--- src/rtl/bsg_manycore_axi_pkg.sv ---
// Shared AXI encodings and DMA bridge FSM states for the manycore memory path.
package bsg_manycore_axi_pkg;

  typedef enum logic [1:0] {
    AXI_BURST_FIXED = 2'd0,
    AXI_BURST_INCR  = 2'd1,
    AXI_BURST_WRAP  = 2'd2
  } axi_burst_e;

  typedef enum logic [1:0] {
    AXI_RESP_OKAY   = 2'd0,
    AXI_RESP_EXOKAY = 2'd1,
    AXI_RESP_SLVERR = 2'd2,
    AXI_RESP_DECERR = 2'd3
  } axi_resp_e;

  typedef enum logic [2:0] {
    IDLE    = 3'd0,
    WR_ADDR = 3'd1,
    WR_DATA = 3'd2,
    WR_RESP = 3'd3,
    RD_ADDR = 3'd4,
    RD_DATA = 3'd5
  } dma_to_axi_state_e;

  // Counter width that never collapses to zero bits for a count of one.
  function automatic int safe_clog2(input int x);
    return (x <= 1) ? 1 : $clog2(x);
  endfunction

endpackage

--- src/rtl/bsg_counter_clear_up.sv ---
// Up counter with synchronous clear; clear and up together load 1.
// Single-cycle update, no flow control.
module bsg_counter_clear_up #(
  parameter int width_p = 1
) (
  input  logic               clk_i,
  input  logic               reset_n_i,
  input  logic               clear_i,
  input  logic               up_i,
  output logic [width_p-1:0] count_o
);

  always_ff @(posedge clk_i or negedge reset_n_i) begin
    if (!reset_n_i) begin
      count_o <= '0;
    end else if (clear_i) begin
      count_o <= up_i ? width_p'(1) : '0;
    end else if (up_i) begin
      count_o <= count_o + width_p'(1);
    end
  end

endmodule

--- src/rtl/bsg_manycore_dma_to_axi.sv ---
// Vcache DMA packet to single-ID AXI4 full-line bursts, one transaction in flight.
// AW/AR issue the cycle after packet accept; every channel tolerates arbitrary stalls.
module bsg_manycore_dma_to_axi
  import bsg_manycore_axi_pkg::*;
#(
  parameter int addr_width_p     = 32,
  parameter int axi_id_width_p   = 6,
  parameter int axi_addr_width_p = 64,
  parameter int axi_data_width_p = 256,
  parameter int axi_burst_len_p  = 2,
  parameter int axi_id_p         = 0
) (
  input  logic                          clk_i,
  input  logic                          reset_n_i,

  input  logic                          dma_pkt_v_i,
  input  logic                          dma_pkt_write_i,
  input  logic [addr_width_p-1:0]       dma_pkt_addr_i,
  output logic                          dma_pkt_yumi_o,

  input  logic [axi_data_width_p-1:0]   dma_wdata_i,
  input  logic                          dma_wdata_v_i,
  output logic                          dma_wdata_yumi_o,

  output logic [axi_data_width_p-1:0]   dma_rdata_o,
  output logic                          dma_rdata_v_o,
  input  logic                          dma_rdata_ready_i,

  output logic [axi_id_width_p-1:0]     axi_awid_o,
  output logic [axi_addr_width_p-1:0]   axi_awaddr_o,
  output logic [7:0]                    axi_awlen_o,
  output logic [2:0]                    axi_awsize_o,
  output logic [1:0]                    axi_awburst_o,
  output logic                          axi_awvalid_o,
  input  logic                          axi_awready_i,

  output logic [axi_data_width_p-1:0]   axi_wdata_o,
  output logic [axi_data_width_p/8-1:0] axi_wstrb_o,
  output logic                          axi_wlast_o,
  output logic                          axi_wvalid_o,
  input  logic                          axi_wready_i,

  input  logic [axi_id_width_p-1:0]     axi_bid_i,
  input  logic [1:0]                    axi_bresp_i,
  input  logic                          axi_bvalid_i,
  output logic                          axi_bready_o,

  output logic [axi_id_width_p-1:0]     axi_arid_o,
  output logic [axi_addr_width_p-1:0]   axi_araddr_o,
  output logic [7:0]                    axi_arlen_o,
  output logic [2:0]                    axi_arsize_o,
  output logic [1:0]                    axi_arburst_o,
  output logic                          axi_arvalid_o,
  input  logic                          axi_arready_i,

  input  logic [axi_id_width_p-1:0]     axi_rid_i,
  input  logic [axi_data_width_p-1:0]   axi_rdata_i,
  input  logic [1:0]                    axi_rresp_i,
  input  logic                          axi_rlast_i,
  input  logic                          axi_rvalid_i,
  output logic                          axi_rready_o,

  output logic                          err_o
);

  localparam int lg_beat_bytes_lp = $clog2(axi_data_width_p/8);
  localparam int lg_line_bytes_lp = lg_beat_bytes_lp + $clog2(axi_burst_len_p);
  localparam int cnt_width_lp     = safe_clog2(axi_burst_len_p);

  localparam logic [axi_id_width_p-1:0]   id_lp        = axi_id_width_p'(axi_id_p);
  localparam logic [axi_addr_width_p-1:0] line_mask_lp = {axi_addr_width_p{1'b1}} << lg_line_bytes_lp;
  localparam logic [cnt_width_lp-1:0]     last_cnt_lp  = cnt_width_lp'(axi_burst_len_p - 1);

  dma_to_axi_state_e           state_r;
  logic [axi_addr_width_p-1:0] addr_r;
  logic [cnt_width_lp-1:0]     beat_cnt;
  logic                        err_r;
  logic                        last_beat;
  logic                        w_fire, r_fire;
  logic [axi_addr_width_p-1:0] line_addr;

  assign line_addr = axi_addr_width_p'(dma_pkt_addr_i) & line_mask_lp;
  assign last_beat = (beat_cnt == last_cnt_lp);

  // Reset gating keeps yumi low even though IDLE is the reset state.
  assign dma_pkt_yumi_o = reset_n_i & (state_r == IDLE) & dma_pkt_v_i;

  assign axi_awid_o    = id_lp;
  assign axi_awaddr_o  = addr_r;
  assign axi_awlen_o   = 8'(axi_burst_len_p - 1);
  assign axi_awsize_o  = 3'(lg_beat_bytes_lp);
  assign axi_awburst_o = AXI_BURST_INCR;
  assign axi_awvalid_o = (state_r == WR_ADDR);

  assign axi_wdata_o      = dma_wdata_i;
  assign axi_wstrb_o      = '1;
  assign axi_wvalid_o     = (state_r == WR_DATA) & dma_wdata_v_i;
  assign axi_wlast_o      = last_beat;
  assign w_fire           = axi_wvalid_o & axi_wready_i;
  assign dma_wdata_yumi_o = w_fire;

  assign axi_bready_o = (state_r == WR_RESP);

  assign axi_arid_o    = id_lp;
  assign axi_araddr_o  = addr_r;
  assign axi_arlen_o   = 8'(axi_burst_len_p - 1);
  assign axi_arsize_o  = 3'(lg_beat_bytes_lp);
  assign axi_arburst_o = AXI_BURST_INCR;
  assign axi_arvalid_o = (state_r == RD_ADDR);

  assign dma_rdata_o   = axi_rdata_i;
  assign dma_rdata_v_o = (state_r == RD_DATA) & axi_rvalid_i;
  assign axi_rready_o  = (state_r == RD_DATA) & dma_rdata_ready_i;
  assign r_fire        = axi_rvalid_i & axi_rready_o;

  assign err_o = err_r;

  bsg_counter_clear_up #(
    .width_p (cnt_width_lp)
  ) beat_counter (
    .clk_i     (clk_i),
    .reset_n_i (reset_n_i),
    .clear_i   (state_r == IDLE),
    .up_i      (w_fire | r_fire),
    .count_o   (beat_cnt)
  );

  always_ff @(posedge clk_i or negedge reset_n_i) begin
    if (!reset_n_i) begin
      state_r <= IDLE;
      addr_r  <= '0;
      err_r   <= 1'b0;
    end else begin
      case (state_r)
        IDLE: begin
          if (dma_pkt_v_i) begin
            state_r <= dma_pkt_write_i ? WR_ADDR : RD_ADDR;
            addr_r  <= line_addr;
          end
        end
        WR_ADDR: if (axi_awready_i) state_r <= WR_DATA;
        WR_DATA: if (w_fire && last_beat) state_r <= WR_RESP;
        WR_RESP: begin
          if (axi_bvalid_i) begin
            state_r <= IDLE;
            if (axi_bresp_i != AXI_RESP_OKAY || axi_bid_i != id_lp) err_r <= 1'b1;
          end
        end
        RD_ADDR: if (axi_arready_i) state_r <= RD_DATA;
        RD_DATA: begin
          if (r_fire) begin
            // rlast must line up with our own beat count.
            if (axi_rlast_i != last_beat || axi_rresp_i != AXI_RESP_OKAY || axi_rid_i != id_lp)
              err_r <= 1'b1;
            if (last_beat) state_r <= IDLE;
          end
        end
        default: state_r <= IDLE;
      endcase
    end
  end

endmodule

--- config.mk ---
export PLATFORM = sky130hd
export DESIGN_NAME = bsg_manycore_dma_to_axi
export DESIGN_NICKNAME = d
export VERILOG_FILES = /design/src/rtl/bsg_manycore_axi_pkg.sv /design/src/rtl/bsg_counter_clear_up.sv /design/src/rtl/bsg_manycore_dma_to_axi.sv
export SDC_FILE = /design/constraint.sdc
export NUM_CORES = 1
export LEC_CHECK = 0
export ABC_CLOCK_PERIOD_IN_PS = 1890
export BUFFER_PORTS_ARGS = -buffer_cell sky130_fd_sc_hd__buf_2
export CAP_MARGIN = 15
export CELL_PAD_IN_SITES_DETAIL_PLACEMENT = 2
export CELL_PAD_IN_SITES_GLOBAL_PLACEMENT = 2
export CORE_AREA = 2 2 509 511
export DETAILED_ROUTE_END_ITERATION = 10
export DIE_AREA = 0 0 511 513
export GPL_TIMING_DRIVEN = 0
export PLACE_DENSITY = 0.4
export REMOVE_ABC_BUFFERS = 1
export SYNTH_ARGS = -nofsm -noshare
export SYNTH_HDL_FRONTEND = slang
export SYNTH_SLANG_ARGS = --single-unit
--- constraint.sdc ---
create_clock -name clk_i -period 1.89 [get_ports clk_i]
set_input_delay 0.189 -clock clk_i [delete_from_list [all_inputs] [get_ports clk_i]]
set_output_delay 0.189 -clock clk_i [all_outputs]
set_load 0.1 [all_outputs]
==> reports/qor.yml <==
timing:
  slew_headroom_pct: 47.0
  finalClockSkew_ps: 4.38
  setup_tns_ps: 0
  fin_crit_ps: 1790
  timing.final.hold_violations: 1
  fin_ws_ps: 97.9
  slew_viol_final: 0
  setup_viol: 0
  max_slew.worst_pin.slew_ps: 795
  period_share_pct: 94.8
  rsz0062_at_grt: "false"
  whs_ps: -2.17
  fmax_mhz: 558
route:
  via_per_inst: 1.14
  routedWlPerCell_um: 90.2
  drt_wl_total_um: 341000
  met2_length_um: 189000
  drt_iter0_drc: 522
  ant_nets: 0
  wl_met3_um: 116000
  via_count: 4320
  drc_errors: 0
  routed.top_layer: "met5"
  wl_met1_um: 10900
  first_pass_iters: 4
logic_synthesis:
  synth-main-ff-cell: "dfrtp_1"
  netlist.area_leader.share_pct: 78.1
  async_reset_ff_share_pct: 100
  seq_area_frac_synth_pct: 11.8
  synthTopCellsByCount: "buf_4, dfrtp_1, mux2_2"
  synth.area.top_cells: "buf_4, dfrtp_1, mux2_2"
  syn_area_sq_um: 6570
  synth.largest_area_cell: "buf_4"
  synth_edf_count: 0
  ys_ff_latch: 31
  yosys_warnings: 0
  syn-instance-count: 799
  ys_types: 34
  synth_area_per_cell_sq_um: 8.23
  yosysMostFrequentCell: "buf_4"
critical_path:
  arrival_ps: 1600
  crit_path_start_kind: "flop"
  cp_slowest_cell: "dfrtp_1"
  worstPathMaxFanout: 3
  endpoint_kind: "primary output"
  crit_buf_inv: 1
  path_cells: "buf_2"
  critPathTopFamily: "flip-flops"
  crit_type: "reg2out"
  critPathRequiredTime_ps: 1700
  crit_path_max_incr_delay_ps: 740
cts:
  cts.clk_slew.worst_paths_ps: 60
  cts-htree-levels: 2
  cts_root_buffer: "clkbuf_16"
  cts_sinks: 31
  cts_hold_buffers: 0
  cts_buffers: 5
  tritoncts: "yes"
  clock_latency_ps: 270
  clk_path_buf_depth: 2
grt:
  grt_overflow: 0
  grt_pass1_vias: 3351
  antenna_found_initial: 2
  grt_max_degree: 33
  grt_util_all_layers_pct: 25.2
  grt_first_pass_wirelength_um: 350000
placement:
  dp_hpwl_um: 337000
  detailed_place.area_sq_um: 6770
  io_buffers: 115
  place_ws_ps: -524
  place_congestion: 1.33
die:
  die_w_um: 511
  start_util_pct: 2.57
  ios: 1292
  coreArea_sq_um: 256000
  fp.dieH_um: 513
  die-area_sq_um: 262000
  std_cell_rows: 186
final_layout:
  final_util_pct: 2.76
  fillers: 30658
  drive_above_1_share_pct: 43.2
  antennaDiodeCount: 0
  fin_area_sq_um: 7080
  syn_to_final_growth_pct: 7.69
  nets: 962
job:
  max_cap_viol_count: 0
run_status:
  violations: "hold timing"
  status: "complete, but fails checks"
power_and_ir_drop:
  leakage_nw: 1.69
  vdd_drop_max_mv: 1.11
  p_per_area_nw_per_um2: 1480
min_path:
  hold_class: "in2async"
-- layout by cell type (no fill, tap or decap), drive strengths merged --
cell / count
nand4: 1
nor2: 6
buf: 129
a211o: 1
nor2b: 1
bufinv: 1
conb: 146
nor4: 1
mux2: 26
o311a: 1
nor3: 5
mux2i: 1
or3: 1
a311oi: 1
dfrtp: 31
nand2: 8
a21oi: 3
and3: 1
o21ai: 2
o211a: 1
o32ai: 1
a41oi: 1
clkinv: 1
nand3: 3
clkbuf: 6
nor3b: 1
and2: 3
and3b: 2
nand2b: 2
xnor2: 1
or4: 3
-- cell type report --
| cell class | instances | area [sq um] | area share [%] |
|---|---|---|---|
| sequential | 31 | 782 | 11.0 |
| timing repair buffer | 129 | 721 | 10.2 |
| clock buffer | 6 | 139 | 1.96 |
| multi-input combinational | 223 | 1170 | 16.5 |
| tap | 3384 | 4230 | 59.8 |
| clock inverter | 2 | 35.0 | 0.495 |
-- flip-flops by register name (all words and copies together), names as in the netlist --
signal                flops
err_o                     1
beat_counter.count_o      1
state_r                   3
axi_araddr_o             26
-- layer usage --
metal  vias up  track usage (%)
met5         -             10.8
met4        48             12.3
met3       140             41.0
met2      1825             49.9
met1      1486             1.93
li1        821                -
-- through the flow --
| step | std cells | power, mW |
|---|---|---|
| 3_5_place_dp | 3754 | 9.55 |
| 3_3_place_gp | 3753 | 9.50 |
| 5_1_grt | 3775 | 10.8 |
| 2_1_floorplan | 254 | 7.77 |
| 6_report | 3775 | 10.5 |
| 4_1_cts | 3767 | 10.6 |
-- path summary, 6_finish.rpt --
kind,from,depth (start not counted),endpoint,slack [ps]
worst max register to register,state_r[1],5,axi_araddr_o[11],290
worst min-delay path,reset_n_i,1,axi_araddr_o[10],-2
min in group clk_i,dma_pkt_addr_i[25],2,axi_araddr_o[25],150
worst min register to register,axi_araddr_o[11],1,axi_araddr_o[11],530
worst max-delay path,axi_araddr_o[8],1,axi_araddr_o[8],100
max in group asynchronous,reset_n_i,1,state_r[0],1300
-- power breakdown --
part           switching, mW  leakage (nW)  internal (mW)
Sequential             0.803         0.363           1.00
Combinational           6.69          1.24           1.03
Clock                  0.302        0.0868          0.655
Total                   7.79          1.69           2.68
-- timing repair --
item	CTS	global route
endpoints found under the setup margin	34	3
setup buffers	5	8
resized for setup	12	3
pin swaps	1	0
-- kinds of logic after synthesis --
| family | share of synthesized area, % |
|---|---|
| AO/OA/AOI/OAI | 1.22 |
| XOR/XNOR | 0.133 |
| flip-flops | 11.8 |
| buffers and inverters | 78.7 |
| multiplexers | 4.61 |
| AND/OR/NAND/NOR | 3.43 |
| other | 0.114 |
Note: power is estimated with default switching activity, not from simulation.
